### src/rtl/hazard_fwd_ctrl_pkg.sv
// Shared types for the merged hazard/forwarding controller: forwarding selects,
// MUL/DIV wait states and the hard-wired zero register address.
package hazard_pkg;

    typedef enum logic [1:0] {
        FWD_RF  = 2'b00,
        FWD_MEM = 2'b01,
        FWD_WB  = 2'b10
    } fwd_sel_e;

    typedef enum logic {
        RUN     = 1'b0,
        MD_WAIT = 1'b1
    } md_state_e;

    localparam int unsigned REG_ZERO = 0;

endpackage

### src/rtl/hazard_fwd_ctrl_if.sv
// Pipeline-side bundle for hazard_fwd_ctrl: stage register fields in,
// stall/bubble/flush/forwarding controls out.
interface hazard_fwd_ctrl_if #(
    parameter int NUM_SRC = 2,
    parameter int AW      = 5
);
    logic                   id_valid;
    logic [NUM_SRC*AW-1:0]  id_rs;
    logic [NUM_SRC-1:0]     id_rs_used;
    logic                   id_is_md;
    logic [NUM_SRC*AW-1:0]  ex_rs;
    logic [AW-1:0]          ex_rd;
    logic                   ex_we;
    logic                   ex_is_load;
    logic                   ex_br_taken;
    logic [AW-1:0]          mem_rd;
    logic                   mem_we;
    logic [AW-1:0]          wb_rd;
    logic                   wb_we;

    logic                   pc_stall;
    logic                   if_id_stall;
    logic                   if_id_flush;
    logic                   id_ex_bubble;
    logic                   ex_hold;
    logic                   ex_mem_bubble;
    logic [2*NUM_SRC-1:0]   fwd_sel;
    logic                   md_busy;

    modport master (
        output id_valid, id_rs, id_rs_used, id_is_md, ex_rs, ex_rd, ex_we,
               ex_is_load, ex_br_taken, mem_rd, mem_we, wb_rd, wb_we,
        input  pc_stall, if_id_stall, if_id_flush, id_ex_bubble, ex_hold,
               ex_mem_bubble, fwd_sel, md_busy
    );

    modport slave (
        input  id_valid, id_rs, id_rs_used, id_is_md, ex_rs, ex_rd, ex_we,
               ex_is_load, ex_br_taken, mem_rd, mem_we, wb_rd, wb_we,
        output pc_stall, if_id_stall, if_id_flush, id_ex_bubble, ex_hold,
               ex_mem_bubble, fwd_sel, md_busy
    );
endinterface

### src/rtl/hazard_fwd_ctrl_fwd_sel.sv
// Per-operand EX forwarding select: MEM result beats WB data, register 0 never forwards.
module fwd_sel_unit
    import hazard_pkg::*;
#(
    parameter int AW = 5
) (
    input  logic [AW-1:0] rs,
    input  logic [AW-1:0] mem_rd,
    input  logic          mem_we,
    input  logic [AW-1:0] wb_rd,
    input  logic          wb_we,
    output fwd_sel_e      sel
);
    always_comb begin
        sel = FWD_RF;
        if (rs != AW'(REG_ZERO)) begin
            if (mem_we && rs == mem_rd)
                sel = FWD_MEM;
            else if (wb_we && rs == wb_rd)
                sel = FWD_WB;
        end
    end
endmodule

### src/rtl/hazard_fwd_ctrl.sv
// Merged hazard detection, branch flush, MUL/DIV wait FSM and EX forwarding control.
// Optional HAZARD_PERF_CNT_EN adds saturating load-stall / MD-stall / flush counters.
module hazard_fwd_ctrl
    import hazard_pkg::*;
#(
    parameter int NUM_REGS   = 32,
    parameter int NUM_SRC    = 2,
    parameter int MD_LATENCY = 4
) (
    input  logic                clk,
    input  logic                rst,
    hazard_fwd_ctrl_if.slave    bus
`ifdef HAZARD_PERF_CNT_EN
    ,
    output logic [31:0]         perf_load_stalls,
    output logic [31:0]         perf_md_stalls,
    output logic [31:0]         perf_flushes
`endif
);
    localparam int AW = $clog2(NUM_REGS);

    logic [NUM_SRC-1:0][1:0] sel_arr;

    for (genvar k = 0; k < NUM_SRC; k++) begin : g_fwd
        fwd_sel_e sel_k;
        fwd_sel_unit #(.AW(AW)) u_fwd (
            .rs     (bus.ex_rs[k*AW +: AW]),
            .mem_rd (bus.mem_rd),
            .mem_we (bus.mem_we),
            .wb_rd  (bus.wb_rd),
            .wb_we  (bus.wb_we),
            .sel    (sel_k)
        );
        assign sel_arr[k] = sel_k;
    end

    assign bus.fwd_sel = sel_arr;

    logic lu_match;
    logic lu_raw;

    always_comb begin
        lu_match = 1'b0;
        for (int k = 0; k < NUM_SRC; k++)
            if (bus.id_rs_used[k] && bus.id_rs[k*AW +: AW] == bus.ex_rd)
                lu_match = 1'b1;
    end

    assign lu_raw = bus.id_valid && bus.ex_is_load && bus.ex_we &&
                    (bus.ex_rd != AW'(REG_ZERO)) && lu_match;

    md_state_e  state, state_nxt;
    logic [7:0] md_cnt, md_cnt_nxt;
    logic       load_use;
    logic       md_issue;

    always_ff @(posedge clk or posedge rst) begin
        if (rst) begin
            state  <= RUN;
            md_cnt <= '0;
        end else begin
            state  <= state_nxt;
            md_cnt <= md_cnt_nxt;
        end
    end

    always_comb begin
        state_nxt         = state;
        md_cnt_nxt        = md_cnt;
        load_use          = 1'b0;
        md_issue          = 1'b0;
        bus.pc_stall      = 1'b0;
        bus.if_id_stall   = 1'b0;
        bus.if_id_flush   = 1'b0;
        bus.id_ex_bubble  = 1'b0;
        bus.ex_hold       = 1'b0;
        bus.ex_mem_bubble = 1'b0;
        bus.md_busy       = 1'b0;
        case (state)
            RUN: begin
                // a taken branch squashes the ID instruction, so its hazard is moot
                load_use         = lu_raw && !bus.ex_br_taken;
                bus.pc_stall     = load_use;
                bus.if_id_stall  = load_use;
                bus.if_id_flush  = bus.ex_br_taken;
                bus.id_ex_bubble = load_use || bus.ex_br_taken;
                md_issue = bus.id_valid && bus.id_is_md && !load_use && !bus.ex_br_taken;
                if (md_issue && MD_LATENCY > 1) begin
                    state_nxt  = MD_WAIT;
                    md_cnt_nxt = 8'(MD_LATENCY - 1);
                end
            end
            MD_WAIT: begin
                bus.pc_stall      = 1'b1;
                bus.if_id_stall   = 1'b1;
                bus.ex_hold       = 1'b1;
                bus.ex_mem_bubble = 1'b1;
                bus.md_busy       = 1'b1;
                md_cnt_nxt        = md_cnt - 8'd1;
                if (md_cnt == 8'd1)
                    state_nxt = RUN;
            end
            default: state_nxt = RUN;
        endcase
    end

`ifdef HAZARD_PERF_CNT_EN
    always_ff @(posedge clk or posedge rst) begin
        if (rst) begin
            perf_load_stalls <= '0;
            perf_md_stalls   <= '0;
            perf_flushes     <= '0;
        end else begin
            if (load_use && perf_load_stalls != '1)
                perf_load_stalls <= perf_load_stalls + 32'd1;
            if (bus.md_busy && perf_md_stalls != '1)
                perf_md_stalls <= perf_md_stalls + 32'd1;
            if (bus.if_id_flush && perf_flushes != '1)
                perf_flushes <= perf_flushes + 32'd1;
        end
    end
`endif

endmodule

### src/flat_wrapper.sv
// flat-port wrapper written by rule: the top's interface ports become plain ports
module hazard_fwd_ctrl_flat import hazard_pkg::*;
#(
    parameter int NUM_REGS   = 32,
    parameter int NUM_SRC    = 2,
    parameter int MD_LATENCY = 4
)
  (clk, rst, bus_id_valid, bus_id_rs, bus_id_rs_used, bus_id_is_md, bus_ex_rs, bus_ex_rd, bus_ex_we, bus_ex_is_load, bus_ex_br_taken, bus_mem_rd, bus_mem_we, bus_wb_rd, bus_wb_we, bus_pc_stall, bus_if_id_stall, bus_if_id_flush, bus_id_ex_bubble, bus_ex_hold, bus_ex_mem_bubble, bus_fwd_sel, bus_md_busy);
  hazard_fwd_ctrl_if #(.NUM_SRC(NUM_SRC)) bus_i ();
  input  logic clk;
  input  logic rst;
  input wire logic [$bits(bus_i.id_valid)-1:0] bus_id_valid;
  input wire logic [$bits(bus_i.id_rs)-1:0] bus_id_rs;
  input wire logic [$bits(bus_i.id_rs_used)-1:0] bus_id_rs_used;
  input wire logic [$bits(bus_i.id_is_md)-1:0] bus_id_is_md;
  input wire logic [$bits(bus_i.ex_rs)-1:0] bus_ex_rs;
  input wire logic [$bits(bus_i.ex_rd)-1:0] bus_ex_rd;
  input wire logic [$bits(bus_i.ex_we)-1:0] bus_ex_we;
  input wire logic [$bits(bus_i.ex_is_load)-1:0] bus_ex_is_load;
  input wire logic [$bits(bus_i.ex_br_taken)-1:0] bus_ex_br_taken;
  input wire logic [$bits(bus_i.mem_rd)-1:0] bus_mem_rd;
  input wire logic [$bits(bus_i.mem_we)-1:0] bus_mem_we;
  input wire logic [$bits(bus_i.wb_rd)-1:0] bus_wb_rd;
  input wire logic [$bits(bus_i.wb_we)-1:0] bus_wb_we;
  output wire logic [$bits(bus_i.pc_stall)-1:0] bus_pc_stall;
  output wire logic [$bits(bus_i.if_id_stall)-1:0] bus_if_id_stall;
  output wire logic [$bits(bus_i.if_id_flush)-1:0] bus_if_id_flush;
  output wire logic [$bits(bus_i.id_ex_bubble)-1:0] bus_id_ex_bubble;
  output wire logic [$bits(bus_i.ex_hold)-1:0] bus_ex_hold;
  output wire logic [$bits(bus_i.ex_mem_bubble)-1:0] bus_ex_mem_bubble;
  output wire logic [$bits(bus_i.fwd_sel)-1:0] bus_fwd_sel;
  output wire logic [$bits(bus_i.md_busy)-1:0] bus_md_busy;
  assign bus_i.id_valid = bus_id_valid;
  assign bus_i.id_rs = bus_id_rs;
  assign bus_i.id_rs_used = bus_id_rs_used;
  assign bus_i.id_is_md = bus_id_is_md;
  assign bus_i.ex_rs = bus_ex_rs;
  assign bus_i.ex_rd = bus_ex_rd;
  assign bus_i.ex_we = bus_ex_we;
  assign bus_i.ex_is_load = bus_ex_is_load;
  assign bus_i.ex_br_taken = bus_ex_br_taken;
  assign bus_i.mem_rd = bus_mem_rd;
  assign bus_i.mem_we = bus_mem_we;
  assign bus_i.wb_rd = bus_wb_rd;
  assign bus_i.wb_we = bus_wb_we;
  assign bus_pc_stall = bus_i.pc_stall;
  assign bus_if_id_stall = bus_i.if_id_stall;
  assign bus_if_id_flush = bus_i.if_id_flush;
  assign bus_id_ex_bubble = bus_i.id_ex_bubble;
  assign bus_ex_hold = bus_i.ex_hold;
  assign bus_ex_mem_bubble = bus_i.ex_mem_bubble;
  assign bus_fwd_sel = bus_i.fwd_sel;
  assign bus_md_busy = bus_i.md_busy;
  hazard_fwd_ctrl #(.NUM_REGS(NUM_REGS), .NUM_SRC(NUM_SRC), .MD_LATENCY(MD_LATENCY)) u_core (.clk(clk), .rst(rst), .bus(bus_i));
endmodule
### config.mk
export PLATFORM = sky130hd
export DESIGN_NAME = hazard_fwd_ctrl_flat
export DESIGN_NICKNAME = d
export VERILOG_FILES = /design/src/rtl/hazard_fwd_ctrl_pkg.sv /design/src/rtl/hazard_fwd_ctrl_if.sv /design/src/rtl/hazard_fwd_ctrl_fwd_sel.sv /design/src/rtl/hazard_fwd_ctrl.sv /design/src/flat_wrapper.sv
export SDC_FILE = /design/constraint.sdc
export NUM_CORES = 1
export LEC_CHECK = 0
export BUFFER_PORTS_ARGS = -buffer_cell sky130_fd_sc_hd__buf_2
export CAP_MARGIN = 20
export CORE_ASPECT_RATIO = 0.8
export CORE_MARGIN = 2
export CORE_UTILIZATION = 30
export CTS_BUF_LIST = sky130_fd_sc_hd__clkbuf_8
export DETAILED_ROUTE_END_ITERATION = 10
export SYNTH_ARGS = -nofsm -noshare
export SYNTH_HDL_FRONTEND = slang
export SYNTH_HIERARCHICAL = 1
export SYNTH_SLANG_ARGS = --single-unit
### constraint.sdc
create_clock -name clk -period 3.28 [get_ports clk]
set_clock_uncertainty 0.05 [all_clocks]
set_input_delay 0.82 -clock clk [delete_from_list [all_inputs] [get_ports clk]]
set_output_delay 0.82 -clock clk [all_outputs]
set_load 0.005 [all_outputs]
==> results.md <==
- R2R depth: 5
- CTS Buffer Depth: 2
- Number of global-route vias before repair: ~870
- Post-CTS setup repair buffer count: 0
- I/O Buffers: 56
- Antenna diodes: 0
- Worst path cell trace: buf_2 > xnor2_1 > nand4_1 > o22ai_1 > nand2_1 > o21bai_1 > buf_2
- Leak: roughly 0.59 nW
- Final WL: ~2.4 mm
- Wire per inst: 11.29 um
- Initial antenna violation count: 0
- Critical Path Sink Type: primary output
- Final Critical Period: around 2800 ps
- Setup CP Type: in -> out
- Initial Util: 0.3074
- Top Ports: 57
- Seq/Total Area, Yosys: 0.2410
- Residual DRC count: 0
- WP data arrival: 1960 ps
- Clk_lat worst skew: 230 ps
- Reg2Reg Setup Slack: 1500 ps
- Placed Area: 1239 um^2
- Largest net degree at the start of global routing: 16
- GRT Util Overall: 0.1268
- P per Cell Area: around 500 nW/um^2
- Worst path bufs/invs: 2
- Antenna viol nets, final: 0
- Layout area overhead: 37.35%
- Fin area: ~1300 um^2
- Final Hold Violating Endpoints: 0
- Hold Crit Class: in -> async
- DP Wirelength: a little under 2 mm
- CTS sink count: 9
- Startpoint types: input port
- Worst-Margin Slew: around 500 ps
- Setup_tns: 0 ps
- Share of layout cells above drive strength 1: 0.3824
- Syn Nets: 162
- Reg-to-Reg Start: u_core/state$_DFF_PP0_
- Crit Path Max Fanout: 3
- Commonest cells after routing, fill and taps aside: buf_2 (56), xnor2_1 (23), nand2_1 (12)
- RSZ-0062 raised after global routing: false
- Worst path most repeated cell: buf_2
- Slew Limit Fails: 0
- Max-Slew Margin vs Limit: 0.6661
- Fin crit share: 0.8621
- Worst reg2reg endpoint: u_core/md_cnt[6]$_DFFE_PP0P_
- Most common cell after layout, fill and taps aside: buf_2
- Ys Warns: 6
- Die width: roughly 66 um
- Maxcap violations: 0
- Hold_buf cts: 0
- Post-synthesis cell count: 114
- First-pass GRT wire length: 3.539 mm
- Fill count: about 320
- Pre-antenna DRT Iters: 4
- CTS root buf: clkbuf_8
- Final Setup Violations: 0
- Depth of the CTS H-tree: 1
- Mapped cell area: 934.6 um^2
- Die area: 3581 um^2
- Grt ovf: 0
- Iter 0 DRT Violations: 17
- Fmax: between 300 and 400 MHz
- Post-cts repair resize count: 0
- FF+latch count, synth: 9
- Outcome: complete, no violations
- DR vias: ~970
- Yosys cell types: 31
- Tightest hold margin: 488.9 ps
- Fin nets: ~220
- Max VDD drop: 0.2087 mV
- Max stage delay on crit path: around 290 ps
- CP delay by family, top: compound AO/OA/AOI/OAI gates
- Critical-path top delay cell: o22ai_1
- Die Y: approximately 54 um
- Worst path required time: between 2000 and 2500 ps
- Avg Inst Size Synth: slightly above 8 um^2
- Core area: between 3000 and 4000 um^2
- CTS Buf Count: 3
- CTS tree: built
- Clock Pin Slew Worst Setup and Hold Paths: ~50 ps
- Vias per cell: roughly 4.6
- Routability-driven placement congestion ratio: around 0.77
- Num rows: 18
[per-layer routing]
metal	vias to the layer above	routed length (um)	GRT usage
met3	0	155	0.01046
met5	-	0	0
met2	32	1158	0.2567
met4	0	0	0.03061
met1	440	1056	0.1447
li1	500	-	-
[registers in the layout (all words and copies together), names as in the netlist]
register       flops
u_core/state       1
u_core/md_cnt      8
[metrics by stage]
| stage | instances | power (mW) | utilization | worst slack, ps |
|---|---|---|---|---|
| 6_report | 210 | 0.6386 | 0.4222 | 452.3 |
| 5_1_grt | 210 | 0.7031 | 0.4222 | 340.6 |
| 3_3_place_gp | 206 | 0.5051 | 0.4074 | 534.4 |
| 4_1_cts | 210 | 0.6448 | 0.4222 | 466.9 |
| 2_1_floorplan | 114 | 0.4266 | - | 685.1 |
| 3_5_place_dp | 206 | 0.5163 | 0.4074 | 470.9 |
[where the power goes]
group          switching (mW)  internal, mW  leakage [nW]
clock                  0.0417        0.0813        0.0269
combinational           0.137         0.148         0.455
sequential             0.0632         0.167         0.106
total                   0.242         0.396         0.588
[worst reg2reg max path, delay by kind of cell (launching register included)]
family | cells | cell delay [ps]
AND/OR/NAND/NOR | 4 | 890
XOR/XNOR | 1 | 140
flip-flops | 1 | 570
[how the worst max path moves through the flow]
stage / startpoint / to / slack (ps) / cells past startpoint
global placement: bus_ex_rd[3] / bus_pc_stall / 530 / 7
CTS: bus_ex_rd[4] / bus_if_id_stall / 470 / 7
global route: bus_ex_rd[1] / bus_pc_stall / 340 / 7
floorplan: bus_ex_rd[1] / bus_pc_stall / 690 / 6
finish: bus_ex_rd[2] / bus_pc_stall / 450 / 7
detailed placement: bus_ex_rd[2] / bus_if_id_stall / 470 / 7
[final cells by class]
cell class	instances	area (um^2)	share of cell area
multi-input cells	96	664.4	0.5175
repair buffers	56	280.3	0.2183
flip-flops and latches	9	225.2	0.1754
well taps	40	50.05	0.03899
clock buffers	3	41.29	0.03216
inverters	5	18.77	0.01462
clock inverters	1	3.754	0.002924
[cell usage after synthesis]
master / instances / area [um^2]
xnor2_1: 23 / 201.4
nand2_1: 12 / 45.04
dfrtp_1: 9 / 225.2
nor2_1: 9 / 33.78
xor2_1: 9 / 78.83
inv_1: 5 / 18.77
nand3_1: 4 / 20.02
nand4_1: 4 / 25.02
a21oi_1: 3 / 15.01
buf_4: 3 / 22.52
nor4_1: 3 / 18.77
o21ai_0: 3 / 15.01
o21bai_1: 3 / 22.52
ha_1: 2 / 25.02
nand3b_1: 2 / 15.01
nor2_2: 2 / 12.51
nor4b_1: 2 / 17.52
o21a_1: 2 / 15.01
or4_1: 2 / 15.01
a211oi_2: 1 / 12.51
clkbuf_1: 1 / 3.750
nand2b_1: 1 / 6.260
nor3_1: 1 / 5.000
nor3_2: 1 / 10.01
o22ai_1: 1 / 6.260
o41ai_1: 1 / 8.760
or2_1: 1 / 6.260
or2_2: 1 / 6.260
or3_1: 1 / 6.260
or3b_4: 1 / 11.26
or4b_1: 1 / 10.01
[kinds of logic after synthesis]
logic type               Yosys count  share of synthesized area
flip-flops                         9                     0.2410
AND/OR/NAND/NOR                   48                     0.2825
AO/OA/AOI/OAI                     14                     0.1017
XOR/XNOR                          32                     0.2999
adder cells (fa/ha/maj)            2                    0.02677
buffers and inverters              9                    0.04819
Note: power is estimated with default switching activity, not from simulation.
